$ cat src/rtl/muldiv_pkg.sv
// muldiv_pkg: op and FSM encodings shared by the multiply/divide unit, its interface and bench.
package muldiv_pkg;
    localparam int CNT_W = 6;
    typedef enum logic [1:0] {OP_MULT = 2'b00, OP_MULTU = 2'b01, OP_DIV = 2'b10, OP_DIVU = 2'b11} op_e;
    typedef enum logic [1:0] {S_IDLE = 2'b00, S_RUN = 2'b01, S_FINISH = 2'b10} state_e;
endpackage

$ cat src/rtl/muldiv_if.sv
// muldiv_if: issue/HI-LO bundle between the EX control path and muldiv_unit.
// MULDIV_ABORT_EN adds the abort flush input.
interface muldiv_if
    import muldiv_pkg::*;
#(
    parameter int WIDTH = 32
) ();
    logic start;
    op_e op;
    logic [WIDTH-1:0] a;
    logic [WIDTH-1:0] b;
    logic hi_we;
    logic lo_we;
    logic [WIDTH-1:0] wdata;
    logic busy;
    logic done;
    logic [WIDTH-1:0] hi;
    logic [WIDTH-1:0] lo;
`ifdef MULDIV_ABORT_EN
    logic abort;
    modport master (output start, op, a, b, hi_we, lo_we, wdata, abort, input busy, done, hi, lo);
    modport slave (input start, op, a, b, hi_we, lo_we, wdata, abort, output busy, done, hi, lo);
`else
    modport master (output start, op, a, b, hi_we, lo_we, wdata, input busy, done, hi, lo);
    modport slave (input start, op, a, b, hi_we, lo_we, wdata, output busy, done, hi, lo);
`endif
endinterface

$ cat src/rtl/muldiv_sign_fix.sv
// muldiv_sign_fix: turns the magnitude result into final HI/LO, applying negation,
// divide-by-zero and signed-overflow overrides.
module muldiv_sign_fix #(
    parameter int WIDTH = 32
) (
    input  logic               is_div,
    input  logic               neg,
    input  logic               rneg,
    input  logic               div0,
    input  logic               ovf,
    input  logic [WIDTH-1:0]   a_org,
    input  logic [2*WIDTH-1:0] acc,
    output logic [WIDTH-1:0]   hi,
    output logic [WIDTH-1:0]   lo
);
    logic [2*WIDTH-1:0] prod;
    logic [WIDTH-1:0] quo, rem;
    always_comb begin
        prod = neg ? -acc : acc;
        quo  = neg ? -acc[WIDTH-1:0] : acc[WIDTH-1:0];
        rem  = rneg ? -acc[2*WIDTH-1:WIDTH] : acc[2*WIDTH-1:WIDTH];
        hi   = !is_div ? prod[2*WIDTH-1:WIDTH] : div0 ? a_org : ovf ? '0 : rem;
        lo   = !is_div ? prod[WIDTH-1:0] : div0 ? '1 : ovf ? {1'b1, {(WIDTH-1){1'b0}}} : quo;
    end
endmodule

$ cat src/rtl/muldiv_unit.sv
// muldiv_unit: iterative MULT/MULTU/DIV/DIVU owning HI/LO, one iteration per clock.
// MULDIV_ABORT_EN enables the abort flush input on the interface.
module muldiv_unit
    import muldiv_pkg::*;
#(
    parameter int WIDTH = 32
) (
    input logic     clk,
    input logic     rst_n,
    muldiv_if.slave bus
);
    localparam int W = WIDTH;
    state_e state_q, state_d;
    logic [CNT_W-1:0] cnt_q, cnt_d;
    logic div_q, div_d, neg_q, neg_d, rneg_q, rneg_d, div0_q, div0_d, ovf_q, ovf_d, done_q, done_d;
    logic [W-1:0] a_org_q, a_org_d, mcand_q, mcand_d, hi_q, hi_d, lo_q, lo_d;
    logic [W-1:0] hi_res, lo_res, a_mag, b_mag;
    logic [2*W-1:0] acc_q, acc_d, step;
    logic [W:0] mul_sum, div_sh, div_diff;
    logic sgn;

    assign sgn      = ~bus.op[0];
    assign a_mag    = (sgn && bus.a[W-1]) ? -bus.a : bus.a;
    assign b_mag    = (sgn && bus.b[W-1]) ? -bus.b : bus.b;
    // acc holds {upper product, multiplier} for MUL and {remainder, dividend/quotient} for DIV
    assign mul_sum  = {1'b0, acc_q[2*W-1:W]} + {1'b0, mcand_q & {W{acc_q[0]}}};
    assign div_sh   = {acc_q[2*W-1:W], acc_q[W-1]};
    assign div_diff = div_sh - {1'b0, mcand_q};
    assign step     = !div_q ? {mul_sum, acc_q[W-1:1]} :
                      div_diff[W] ? {div_sh[W-1:0], acc_q[W-2:0], 1'b0} :
                                    {div_diff[W-1:0], acc_q[W-2:0], 1'b1};

    muldiv_sign_fix #(.WIDTH(W)) u_fix (
        .is_div(div_q), .neg(neg_q), .rneg(rneg_q), .div0(div0_q), .ovf(ovf_q),
        .a_org(a_org_q), .acc(acc_q), .hi(hi_res), .lo(lo_res)
    );

    always_comb begin
        state_d = state_q;
        cnt_d   = cnt_q;
        div_d   = div_q;
        neg_d   = neg_q;
        rneg_d  = rneg_q;
        div0_d  = div0_q;
        ovf_d   = ovf_q;
        a_org_d = a_org_q;
        mcand_d = mcand_q;
        acc_d   = acc_q;
        hi_d    = hi_q;
        lo_d    = lo_q;
        done_d  = 1'b0;
        if (state_q == S_IDLE) begin
            hi_d = bus.hi_we ? bus.wdata : hi_q;
            lo_d = bus.lo_we ? bus.wdata : lo_q;
            if (bus.start) begin
                state_d = S_RUN;
                cnt_d   = '0;
                div_d   = bus.op[1];
                neg_d   = sgn & (bus.a[W-1] ^ bus.b[W-1]);
                rneg_d  = sgn & bus.a[W-1];
                div0_d  = bus.b == '0;
                ovf_d   = bus.op == OP_DIV && bus.a == {1'b1, {(W-1){1'b0}}} && bus.b == '1;
                a_org_d = bus.a;
                mcand_d = b_mag;
                acc_d   = {{W{1'b0}}, a_mag};
            end
        end else if (state_q == S_RUN) begin
            acc_d   = step;
            cnt_d   = cnt_q + 1'b1;
            state_d = cnt_q == CNT_W'(W - 1) ? S_FINISH : S_RUN;
        end else begin
            hi_d    = hi_res;
            lo_d    = lo_res;
            done_d  = 1'b1;
            state_d = S_IDLE;
        end
`ifdef MULDIV_ABORT_EN
        if (state_q != S_IDLE && bus.abort) begin
            state_d = S_IDLE;
            hi_d    = hi_q;
            lo_d    = lo_q;
            done_d  = 1'b0;
        end
`endif
    end

    always_ff @(posedge clk or negedge rst_n) begin
        if (!rst_n) begin
            state_q <= S_IDLE;
            cnt_q   <= '0;
            div_q   <= 1'b0;
            neg_q   <= 1'b0;
            rneg_q  <= 1'b0;
            div0_q  <= 1'b0;
            ovf_q   <= 1'b0;
            done_q  <= 1'b0;
            a_org_q <= '0;
            mcand_q <= '0;
            acc_q   <= '0;
            hi_q    <= '0;
            lo_q    <= '0;
        end else begin
            state_q <= state_d;
            cnt_q   <= cnt_d;
            div_q   <= div_d;
            neg_q   <= neg_d;
            rneg_q  <= rneg_d;
            div0_q  <= div0_d;
            ovf_q   <= ovf_d;
            done_q  <= done_d;
            a_org_q <= a_org_d;
            mcand_q <= mcand_d;
            acc_q   <= acc_d;
            hi_q    <= hi_d;
            lo_q    <= lo_d;
        end
    end

    assign bus.busy = state_q != S_IDLE;
    assign bus.done = done_q;
    assign bus.hi   = hi_q;
    assign bus.lo   = lo_q;
endmodule

$ cat src/flat_wrapper.sv
// flat-port wrapper written by rule: the top's interface ports become plain ports
module muldiv_unit_flat import muldiv_pkg::*;
#(
    parameter int WIDTH = 32
)
  (clk, rst_n, bus_start, bus_op, bus_a, bus_b, bus_hi_we, bus_lo_we, bus_wdata, bus_busy, bus_done, bus_hi, bus_lo);
  muldiv_if #(.WIDTH(WIDTH)) bus_i ();
  input logic clk;
  input logic rst_n;
  input wire logic [$bits(bus_i.start)-1:0] bus_start;
  input wire logic [$bits(bus_i.op)-1:0] bus_op;
  input wire logic [$bits(bus_i.a)-1:0] bus_a;
  input wire logic [$bits(bus_i.b)-1:0] bus_b;
  input wire logic [$bits(bus_i.hi_we)-1:0] bus_hi_we;
  input wire logic [$bits(bus_i.lo_we)-1:0] bus_lo_we;
  input wire logic [$bits(bus_i.wdata)-1:0] bus_wdata;
  output wire logic [$bits(bus_i.busy)-1:0] bus_busy;
  output wire logic [$bits(bus_i.done)-1:0] bus_done;
  output wire logic [$bits(bus_i.hi)-1:0] bus_hi;
  output wire logic [$bits(bus_i.lo)-1:0] bus_lo;
  assign bus_i.start = bus_start;
  assign bus_i.op = bus_op;
  assign bus_i.a = bus_a;
  assign bus_i.b = bus_b;
  assign bus_i.hi_we = bus_hi_we;
  assign bus_i.lo_we = bus_lo_we;
  assign bus_i.wdata = bus_wdata;
  assign bus_busy = bus_i.busy;
  assign bus_done = bus_i.done;
  assign bus_hi = bus_i.hi;
  assign bus_lo = bus_i.lo;
  muldiv_unit #(.WIDTH(WIDTH)) u_core (.clk(clk), .rst_n(rst_n), .bus(bus_i));
endmodule
$ cat config.mk
export PLATFORM = sky130hd
export DESIGN_NAME = muldiv_unit_flat
export DESIGN_NICKNAME = d
export VERILOG_FILES = /design/src/rtl/muldiv_pkg.sv /design/src/rtl/muldiv_if.sv /design/src/rtl/muldiv_sign_fix.sv /design/src/rtl/muldiv_unit.sv /design/src/flat_wrapper.sv
export SDC_FILE = /design/constraint.sdc
export NUM_CORES = 1
export LEC_CHECK = 0
export CELL_PAD_IN_SITES_DETAIL_PLACEMENT = 1
export CELL_PAD_IN_SITES_GLOBAL_PLACEMENT = 1
export CORE_MARGIN = 2
export CORE_UTILIZATION = 47
export CTS_BUF_LIST = sky130_fd_sc_hd__clkbuf_16
export DETAILED_ROUTE_END_ITERATION = 12
export PLACE_DENSITY = 0.88
export SLEW_MARGIN = 20
export SYNTH_ARGS = -nofsm -noshare
export SYNTH_HDL_FRONTEND = slang
export SYNTH_HIERARCHICAL = 1
export SYNTH_SLANG_ARGS = --single-unit
$ cat constraint.sdc
create_clock -name clk -period 5.8 [get_ports clk]
set_input_delay 1.16 -clock clk [delete_from_list [all_inputs] [get_ports clk]]
set_output_delay 1.16 -clock clk [all_outputs]
set_load 0.02 [all_outputs]
Yosys cells after proc, flatten, opt, wreduce, memory -nomap -nowiden
Index checks and enable logic that the tools add are counted.

Register bits: 206. Input port bits: 103. Logic and storage cells: 78.

Bitwise operators: 5. $add $sub $neg: 8. Eq/ne operators: 9. Reduce and logical (&&, ||, !) cells: 12. Mux-type cells: 31.

Operators by type and width (number): $mux W32 (16); $mux W64 (6); $neg A32 Y32 (4); $eq A32 B32 Y1 const B (2); $neg A64 Y64 (1); $add A32 B32 Y33 (1); $sub A33 B32 Y33 (1); $and A32 B32 Y32 (1); $logic_not A32 Y1 (1); $mux W6 (3); $mux W2 (4); $reduce_and A2 Y1 (4); $add A6 B1 Y6 const B (1); $eq A6 B5 Y1 const B (1); $ne A2 B2 Y1 const B (3); $logic_and A1 B1 Y1 (4); $reduce_bool A2 Y1 (2); $and A1 B1 Y1 (2); $eq A2 B1 Y1 const B (1); $eq A2 B2 Y1 const B (1); $logic_not A2 Y1 (1); $mux W1 (2); $ne A2 B1 Y1 const B (1); $not A1 Y1 (1); $xor A1 B1 Y1 (1).

Depth between registers and ports, before layout
Gate-level depths: netlist of run 1.

Depth after elaboration: 7. Mapped depth: 14.

Modules after synthesis
The synthesis of run 1 kept the hierarchy.

By module, submodules not included: muldiv_unit (sequential area each 5154.9 sq um, instances 1, cells each 1780, area an instance 14236.2 sq um); muldiv_sign_fix (sequential area each 0.0 sq um, instances 1, cells each 534, area an instance 3230.6 sq um).

Worst setup path before layout of run 1
OpenSTA, ideal clock, no wires.

Path kind: reg2reg. Start: reg u_core.acc_q[0]. End: reg u_core.acc_q[63]. Data arrival time: 3.317 ns. Period minus slack after synthesis: 3.384 ns. Path slack: 2.416 ns. Path buffers: 1. Cell stages (with the launch flop): 15. Path through: dfrtp_1 clkbuf_1 and2_1 ha_1 inv_1 fa_1 nand2b_1 a21o_1 a211oi_1 o211ai_1 and2_1 o41ai_4 a21oi_1 o41ai_1 and3_1.

Word-level cells in the longest chain between the ends: 5.

RTL lines: start: declaration (RTL line muldiv_unit.sv:18) `logic [2*W-1:0] acc_q, acc_d, step;`; start signal: assignment (RTL line muldiv_unit.sv:99) `acc_q <= '0;`; start signal: assignment (RTL line muldiv_unit.sv:113) `acc_q <= acc_d;`; $and A32 B32 Y32 (RTL line muldiv_unit.sv:26) `assign mul_sum = {1'b0, acc_q[2*W-1:W]} + {1'b0, mcand_q & {W{acc_q[0]}}};`; $add A32 B32 Y33 (RTL line muldiv_unit.sv:26); $mux W64 (RTL line muldiv_unit.sv:29) `assign step = !div_q ? {mul_sum, acc_q[W-1:1]} :`; $mux W64 (RTL line muldiv_unit.sv:67) `end else if (state_q == S_RUN) begin`; $mux W64 (RTL line muldiv_unit.sv:52) `if (state_q == S_IDLE) begin`.

Every way passes these cells. The select of a mux whose other input is x is not followed. A chain may end at the register's enable or synchronous reset.

Worst setup path in the final report of run 1
Same ends and word-level chain as after synthesis.

==> impl_metrics.json, run 1 <==
{
  "hold_violations": 0,
  "synthCells": 2314,
  "die_area_sq_um": 38700,
  "worst_pin_slew_ps": 1180,
  "yosys.area.top_type": "dfrtp_1",
  "crit_type": "reg2reg",
  "slew_headroom": 0.213,
  "final_common_cell": "nand2_1",
  "cp.arrival_ps": 4630,
  "clkTransAtPathRegs_ps": 60,
  "syn_area_sq_um": 17500,
  "grt_pass1_wl_mm": 112,
  "die_y_microns": 197,
  "grt_max_degree": 109,
  "slew_violations": 0,
  "fillerInstances": 4546,
  "grtUsageTotal": 0.370,
  "nNetsFinal": 2555,
  "drive_gt1_frac": 0.0442,
  "initial_core_util": 0.477,
  "vias_per_cell": 6.64,
  "synth-async-reset-ratio": 1.00,
  "synth_top_flop_cell": "dfrtp_1",
  "tns_ps": 0,
  "hold-path-cell-count": 2,
  "ys_ff_latch": 206,
  "cts.sinks": 206,
  "finClkSkew_ps": 22.0,
  "fin_crit_ps": 4150,
  "cts_hold_buf": 0,
  "antenna_found_initial": 4,
  "maxCapViolCount": 0,
  "whs_endpoint": "u_core/bus.lo[18]$_DFFE_PN0P_",
  "dp_slack_ps": 1740,
  "startpoint_type": "register",
  "hp-start": "u_core/bus.lo[18]$_DFFE_PN0P_",
  "r2r-start": "u_core/acc_q[0]$_DFFE_PN0P_",
  "syn2layout_area_growth_pct": 16.0,
  "yosysTopAreaCellShare": 0.295,
  "rrSetupSlack_ps": 1650,
  "netlist_top_cells_area": "dfrtp_1 30%, nand2_1 7.2%, o21ai_0 7.2%, a21oi_1 6.5%, ha_1 5.0%",
  "synth_fp_nets": 2489,
  "antenna_left": 0,
  "vias": 19000,
  "vdd_drop_max_mv": 0.334,
  "dr.pass1.iters": 6,
  "clockBufferDepth": 3,
  "die_w_microns": 197,
  "setup_viol": 0,
  "numPortBuffers": 168,
  "clock_latency_ps": 570,
  "cts_buffers": 26,
  "drt_wl_total_mm": 73.3,
  "post_drt_wl_per_cell_microns": 25.6,
  "drt_iter0_markers": 1935,
  "yosysSeqAreaShare": 0.295,
  "core-area_sq_um": 36600,
  "crit_fanout": 31,
  "worst_r2r_path_depth": 12,
  "postSynthAreaPerCell_sq_um": 7.55,
  "finalWorstSetupSlack_ps": 1650,
  "grt_overflow": 0,
  "post_cts_buffers": 0,
  "routabilityCongestion": 0.986,
  "rsz0062_at_grt": "false",
  "cts_tree": "done",
  "leakage_nw": 8.39,
  "synth_edf_count": 0,
  "ios": 169,
  "drc_errors": 0,
  "floorplan.rows": 70,
  "timing.final.crit_share": 0.715,
  "min_path_type": "reg2reg",
  "end_kind": "register",
  "htreeDepth": 1,
  "max_freq_mhz": 241,
  "synth-warning-count": 6,
  "ys_types": 85,
  "cts_resized": 0,
  "first_global_vias": 19100,
  "r2r-end": "u_core/acc_q[63]$_DFFE_PN0P_",
  "final_cell_mix": "336 x nand2_1, 252 x o21ai_0, 224 x a21oi_1",
  "cts_root_buf": "clkbuf_16",
  "crit_required_ps": 6290,
  "status": "finished clean",
  "powerDensity_nw_per_um2": 603,
  "dp_hpwl_mm": 54.0
}
[routing by layer]
metal | up-vias | track usage | wire length, microns
met2 | 925 | 0.580 | 32600
met5 | - | 0 | 34
li1 | 8430 | - | -
met1 | 9502 | 0.502 | 30700
met4 | 6 | 0.122 | 2430
met3 | 167 | 0.0866 | 7480
[layout make-up]
cell class,count,area [sq um],share of cell area
multi-input cells,1889,11500,0.570
flip-flops and latches,206,5160,0.255
repair buffers,190,1880,0.0926
clock buffers,26,651,0.0321
well taps,468,586,0.0289
inverters,67,251,0.0124
clock inverters,20,189,0.00932
diodes,1,2.50,0.000124
[power by group]
| part | switching, mW | internal [mW] |
|---|---|---|
| logic | 4.51 | 2.86 |
| registers | 1.21 | 2.02 |
| clock network | 0.678 | 0.949 |
| total | 6.40 | 5.83 |
[registers in the layout, summed over array words and instances, names as in the netlist, 2 cells and up]
name,cells
u_core/a_org_q,32
u_core/acc_q,64
u_core/bus.hi,32
u_core/bus.lo,32
u_core/cnt_q,6
u_core/mcand_q,32
u_core/state_q,2
[cell usage after synthesis (45+ instances only)]
library cell and n:
nand2_1 337, o21ai_0 252, a21oi_1 226, dfrtp_1 206, nor2_1 161, clkbuf_1 137
xor2_1 81, xnor2_1 74, and2_1 72, ha_1 70, inv_1 65, mux2i_1 53
nand3_1 51, nor3_1 45
[through the flow]
step / util / hold WS, ps / std cells / cell area (sq um) / total power [mW]
floorplan: - / 445 / 2314 / 17500 / 7.57
global placement: 0.530 / 461 / 2820 / 19400 / 9.92
detailed placement: 0.530 / 474 / 2820 / 19400 / 10.3
CTS: 0.553 / 487 / 2866 / 20300 / 12.0
global route: 0.553 / 513 / 2866 / 20300 / 12.9
finish: 0.553 / 483 / 2867 / 20300 / 12.2
[worst max-delay path, cell delays in order, from the launching register on]
cell and delay [ps]:
dfrtp_1 680, buf_4 380, nand2_1 150, fa_1 450, nand2b_1 230, a21o_1 210, a211oi_1 280, o211ai_1 200
and2_1 260, o41ai_4 490, a21oi_1 170, o41ai_1 370, and3_1 200
[worst max path at each step]
| stage | start | endpoint | slack (ps) | cells after the start |
|---|---|---|---|---|
| after floorplan | u_core/acc_q[0]$_DFFE_PN0P_ | u_core/acc_q[63]$_DFFE_PN0P_ | 2420 | 14 |
| after global placement | bus_a[11] | u_core/acc_q[23]$_DFFE_PN0P_ | 1890 | 9 |
| after detailed placement | bus_b[2] | u_core/mcand_q[27]$_DFFE_PN0P_ | 1740 | 9 |
| after CTS | u_core/acc_q[0]$_DFFE_PN0P_ | u_core/acc_q[63]$_DFFE_PN0P_ | 1790 | 12 |
| after global routing | u_core/acc_q[0]$_DFFE_PN0P_ | u_core/acc_q[63]$_DFFE_PN0P_ | 1540 | 12 |
| final | u_core/acc_q[0]$_DFFE_PN0P_ | u_core/acc_q[63]$_DFFE_PN0P_ | 1650 | 12 |
[logic make-up after synthesis]
logic type               after synthesis  share of synthesized area
multiplexers                          60                     0.0349
flip-flops                           206                      0.295
XOR/XNOR                             155                     0.0777
adder cells (fa/ha/maj)               72                     0.0524
buffers and inverters                219                     0.0473
AND/OR/NAND/NOR                      847                      0.233
AO/OA/AOI/OAI                        755                      0.259
Note: power is estimated with default switching activity, not from simulation.
==> run 2: changes to the inputs <==
--- a/config.mk
+++ b/config.mk
@@ -8,10 +8,10 @@
 export CELL_PAD_IN_SITES_DETAIL_PLACEMENT = 1
 export CELL_PAD_IN_SITES_GLOBAL_PLACEMENT = 1
 export CORE_MARGIN = 2
-export CORE_UTILIZATION = 47
+export CORE_UTILIZATION = 44
 export CTS_BUF_LIST = sky130_fd_sc_hd__clkbuf_16
 export DETAILED_ROUTE_END_ITERATION = 12
-export PLACE_DENSITY = 0.88
+export PLACE_DENSITY = 0.83
 export SLEW_MARGIN = 20
 export SYNTH_ARGS = -nofsm -noshare
 export SYNTH_HDL_FRONTEND = slang
==> constraint.sdc (replaced) <==
create_clock -name clk -period 4.1 [get_ports clk]
set_input_delay 0.82 -clock clk [delete_from_list [all_inputs] [get_ports clk]]
set_output_delay 0.82 -clock clk [all_outputs]
set_load 0.02 [all_outputs]
==> run 2 against run 1 <==
Sequential share of layout area down 0.58 points. Critical path type unchanged. Hold slack worse by 110 ps. Critical path depth unchanged. Largest cell class unchanged. Sequential power up 27%. Clock power up 47%. Register-to-register slack worse by 1300 ps. Via count down 0.30%. First-iteration DRC count down 14%.
==> impl_metrics.json, run 2 (same netlist as run 1, synthesis figures left out) <==
{
  "routabilityCongestion": 0.995,
  "tns_ps": 0,
  "initial_core_util": 0.449,
  "cp_slowest_stage_delay_ps": 560,
  "post_drt_wl_per_cell_microns": 25.1,
  "cts_root_buf": "clkbuf_16",
  "cp_num_buf_inv": 1,
  "slew_violations": 0,
  "p_int_mw": 8.58,
  "grt_max_degree": 101,
  "die_w_microns": 203,
  "die_area_sq_um": 41300,
  "leakage_nw": 8.66,
  "nNetsFinal": 2602,
  "clockBufferDepth": 3,
  "finClkSkew_ps": 22.7,
  "crit_path_cell_trace": "inv_1, ha_1, fa_1, nand2b_1, a21o_1, a211oi_1, o21a_1, nor2_1, xnor2_2, mux2_2, a222oi_1, o21ai_1",
  "startpoint_type": "register",
  "grtUsageTotal": 0.355,
  "clock_latency_ps": 580,
  "netSwitchingFraction": 0.514,
  "final_cell_mix": "336 x nand2_1, 252 x o21ai_0, 224 x a21oi_1",
  "p_comb_frac": 0.633,
  "crit_fanout": 6,
  "fin_crit_ps": 3740,
  "dr.pass1.iters": 9,
  "vias_per_cell": 6.40,
  "end_kind": "register",
  "max_freq_mhz": 268,
  "slew_headroom": 0.233,
  "hold_violations": 0,
  "rsz0062_at_grt": "false",
  "worst_pin_slew_ps": 1140,
  "pwr-share-seq": 0.231,
  "switchingPower_mw": 9.09,
  "startpoint": "u_core/acc_q[31]$_DFFE_PN0P_",
  "antenna_found_initial": 6,
  "ios": 169,
  "cp.arrival_ps": 4180,
  "htreeDepth": 1,
  "antenna_left": 0,
  "setup_viol": 0,
  "drive_gt1_frac": 0.0634,
  "critPathSlowestCell": "a211oi_1",
  "powerDensity_nw_per_um2": 853,
  "floorplan.rows": 72,
  "largest_reg_flops": 64,
  "core-area_sq_um": 38900,
  "post_cts_buffers": 0,
  "r2r-start": "u_core/acc_q[31]$_DFFE_PN0P_",
  "timing.final.crit_share": 0.912,
  "clock_power_share": 0.135,
  "drc_errors": 0,
  "fillerInstances": 4775,
  "numPortBuffers": 168,
  "final_common_cell": "nand2_1",
  "vdd_drop_max_mv": 0.545,
  "crit_family": "compound AO/OA/AOI/OAI gates",
  "largest-register": "u_core/acc_q",
  "cts_tree": "done",
  "grt_pass1_wl_mm": 115,
  "min_path_type": "in2async",
  "maxCapViolCount": 0,
  "crit_type": "reg2reg",
  "status": "finished clean",
  "die_y_microns": 203,
  "rrSetupSlack_ps": 360,
  "cts.sinks": 206,
  "cts_buffers": 26,
  "drt_iter0_markers": 1660,
  "dp_hpwl_mm": 56.2,
  "fin_hold_ws_ps": 375,
  "crit_required_ps": 4540,
  "grt_overflow": 0,
  "syn2layout_area_growth_pct": 18.7,
  "clkTransAtPathRegs_ps": 60,
  "drt_wl_total_mm": 74.3,
  "vias": 19000,
  "first_global_vias": 19300
}
run 2: cell type report:
| class | count | area [sq um] | area share |
|---|---|---|---|
| multi-input combinational | 1889 | 11500 | 0.557 |
| sequential | 206 | 5160 | 0.249 |
| timing repair buffer | 237 | 2240 | 0.108 |
| clock buffer | 26 | 651 | 0.0314 |
| tap | 518 | 648 | 0.0313 |
| inverter | 67 | 251 | 0.0121 |
| clock inverter | 21 | 234 | 0.0113 |
| antenna | 1 | 2.50 | 0.000121 |
run 2: stage by stage:
step | power, mW | setup WS (ps) | cell area, sq um | cells | util
after detailed placement | 14.9 | 328 | 19800 | 2917 | 0.510
after global placement | 14.4 | 444 | 19800 | 2917 | 0.510
after global routing | 18.8 | 108 | 20700 | 2964 | 0.533
after floorplan | 10.7 | 716 | 17500 | 2314 | -
after CTS | 17.4 | 278 | 20700 | 2964 | 0.533
final | 17.7 | 362 | 20700 | 2965 | 0.533
run 2: worst paths after layout:
| path | depth (start not counted) | to |
|---|---|---|
| min | 1 | u_core/bus.lo[5]$_DFFE_PN0P_ |
| max in group asynchronous | 2 | u_core/mcand_q[21]$_DFFE_PN0P_ |
| min reg2reg | 2 | u_core/bus.hi[29]$_DFFE_PN0P_ |
| min in group clk | 2 | u_core/bus.hi[29]$_DFFE_PN0P_ |
| max | 12 | u_core/acc_q[55]$_DFFE_PN0P_ |
| max reg2reg | 12 | u_core/acc_q[55]$_DFFE_PN0P_ |
run 2: repair_timing:
item                       4_1_cts  5_1_grt
setup endpoints to repair        0        1
hold buffers                     0        0
hold endpoints to repair         0        0
resized for setup                0        1
run 2: metal layers:
layer  global-route usage  part of all wire
met1                0.494              0.44
met4                0.111             0.033
met5                    0           0.00074
met3               0.0703             0.087
met2                0.557              0.44
run 2: power by group through the flow:
stage / combinational, mW / sequential, mW / clock, mW
floorplan: 6.77 / 3.94 / 0
global placement: 10.4 / 3.99 / 0
detailed placement: 10.8 / 4.05 / 0
CTS: 10.9 / 4.03 / 2.43
global route: 12.1 / 4.16 / 2.49
finish: 11.2 / 4.09 / 2.39
==> run 3: changes to the inputs <==
--- a/config.mk
+++ b/config.mk
@@ -7,11 +7,12 @@
 export LEC_CHECK = 0
 export CELL_PAD_IN_SITES_DETAIL_PLACEMENT = 1
 export CELL_PAD_IN_SITES_GLOBAL_PLACEMENT = 1
-export CORE_MARGIN = 2
+export CORE_MARGIN = 5
 export CORE_UTILIZATION = 44
 export CTS_BUF_LIST = sky130_fd_sc_hd__clkbuf_16
 export DETAILED_ROUTE_END_ITERATION = 12
 export PLACE_DENSITY = 0.83
+export SKIP_LAST_GASP = 1
 export SLEW_MARGIN = 20
 export SYNTH_ARGS = -nofsm -noshare
 export SYNTH_HDL_FRONTEND = slang
==> run 3 against run 2 <==
Design area increased by 0.40%. Highest routed layer unchanged. Hold slack got worse by 65 ps. Critical path type unchanged. Die area increased by 6.0%. Core utilization decreased by 0.64 points. Critical endpoint is now u_core/bus.hi[21]$_DFFE_PN0P_. Largest cell class unchanged.
==> impl_metrics.json, run 3 (same netlist as run 1, synthesis figures left out) <==
{
  "numPortBuffers": 168,
  "grt_max_degree": 89,
  "setup_viol": 0,
  "fin_crit_ps": 3770,
  "crit_fanout": 8,
  "fin_hold_ws_ps": 310,
  "dr.pass1.iters": 6,
  "cts_buffers": 26,
  "die_w_microns": 209,
  "timing.final.crit_share": 0.920,
  "drt_wl_total_mm": 75.9,
  "final_cell_mix": "336 x nand2_1, 252 x o21ai_0, 224 x a21oi_1",
  "vias_per_cell": 6.42,
  "grtUsageMet2": 0.527,
  "routabilityCongestion": 0.985,
  "syn2layout_area_growth_pct": 19.2,
  "tns_ps": 0,
  "finClkSkew_ps": 15.7,
  "min_path_type": "in2async",
  "maxCapViolCount": 0,
  "nNetsFinal": 2611,
  "post_cts_buffers": 0,
  "final_common_cell": "nand2_1",
  "drive_gt1_frac": 0.0664,
  "worst_pin_slew_ps": 986,
  "initial_core_util": 0.442,
  "cp_slowest_stage_delay_ps": 800,
  "antenna_left": 0,
  "die_area_sq_um": 43800,
  "cts_root_buf": "clkbuf_16",
  "antenna_found_initial": 3,
  "slew_headroom": 0.334,
  "startpoint_type": "register",
  "drc_errors": 0,
  "cts_resized": 0,
  "vdd_drop_max_mv": 0.412,
  "clkTransAtPathRegs_ps": 60,
  "status": "finished clean",
  "grt_pass1_wl_mm": 117,
  "antennaDiodeCount": 0,
  "leakage_nw": 8.68,
  "htreeDepth": 1,
  "end_kind": "register",
  "grt_overflow": 0,
  "floorplan.rows": 73,
  "die_y_microns": 209,
  "cts_tree": "done",
  "cts.sinks": 206,
  "dp_hpwl_mm": 57.2,
  "cpMostUsedCell": "o21ai_0",
  "slew_violations": 0,
  "rsz0062_at_grt": "false",
  "clock_latency_ps": 570,
  "hold_violations": 0,
  "critPathSlowestCell": "or4_1",
  "cp.arrival_ps": 4250,
  "crit_required_ps": 4580,
  "first_global_vias": 19400,
  "max_freq_mhz": 265,
  "cts_hold_buf": 0,
  "met1_usage": 0.478,
  "crit_path_cell_trace": "or4_1, nor4_1, nand4_1, buf_4, o21a_1, mux2_2, o21ai_0, a21oi_1, o21ai_0",
  "ios": 169,
  "largest_reg_flops": 64,
  "powerDensity_nw_per_um2": 854,
  "grtUsageTotal": 0.336,
  "crit_type": "reg2reg",
  "post_drt_wl_per_cell_microns": 25.5,
  "largest-register": "u_core/acc_q",
  "vias": 19100,
  "core-area_sq_um": 39500,
  "drt_iter0_markers": 1889,
  "busiest_layer": "met2",
  "clockBufferDepth": 3,
  "gr-usage-met3": 0.0670
}
==> run 3: worst max-delay path: cells and delay by family, from the launching register on <==
| family | cells | cell delay [ps] |
|---|---|---|
| muxes | 1 | 260 |
| DFF | 1 | 520 |
| AOI/OAI and AO/OA | 4 | 870 |
| and+or+nand+nor | 3 | 1760 |
| buffers and inverters | 1 | 260 |
==> run 3: layer usage <==
metal	routed length, microns	vias to the layer above
met5	13	-
met4	2130	2
met3	6960	157
met2	33900	904
met1	32900	9517
li1	-	8551
==> run 3: power by group <==
| group | total [mW] | switching, mW | internal [mW] | leakage (nW) |
|---|---|---|---|---|
| clock network | 2.45 | 0.982 | 1.47 | 0.436 |
| registers | 4.08 | 1.22 | 2.86 | 2.58 |
| logic | 11.3 | 6.92 | 4.33 | 5.67 |
==> run 3: worst paths after layout <==
path / slack [ps] / endpoint / startpoint / cells after the start
min in group clk: 480 / u_core/bus.hi[22]$_DFFE_PN0P_ / u_core/bus.hi[22]$_DFFE_PN0P_ / 2
setup reg to reg: 330 / u_core/bus.hi[21]$_DFFE_PN0P_ / u_core/acc_q[2]$_DFFE_PN0P_ / 9
hold / removal: 310 / u_core/bus.lo[4]$_DFFE_PN0P_ / rst_n / 1
hold reg to reg: 480 / u_core/bus.hi[22]$_DFFE_PN0P_ / u_core/bus.hi[22]$_DFFE_PN0P_ / 2
max in group asynchronous: 2970 / u_core/a_org_q[14]$_DFFE_PN0P_ / rst_n / 2
setup / recovery: 330 / u_core/bus.hi[21]$_DFFE_PN0P_ / u_core/acc_q[2]$_DFFE_PN0P_ / 9
==> run 3: per-stage QoR <==
step	setup slack [ps]	instances	utilization	total power [mW]	instance area (sq um)
after global placement	495	2933	0.504	14.5	19900
final	326	2979	0.526	17.8	20800
after floorplan	716	2314	-	10.7	17500
after global routing	182	2979	0.526	18.9	20800
after CTS	409	2979	0.526	17.6	20800
after detailed placement	405	2933	0.504	15.0	19900
==> run 3: area by class of cell <==
type                            count  area [sq um]
Sequential cell                   206          5160
Tap cell                          525           657
Timing Repair Buffer              246          2310
Multi-Input combinational cell   1889         11500
Clock buffer                       26           651
Fill cell                        4873         18700
Clock inverter                     20           250
Inverter                           67           251
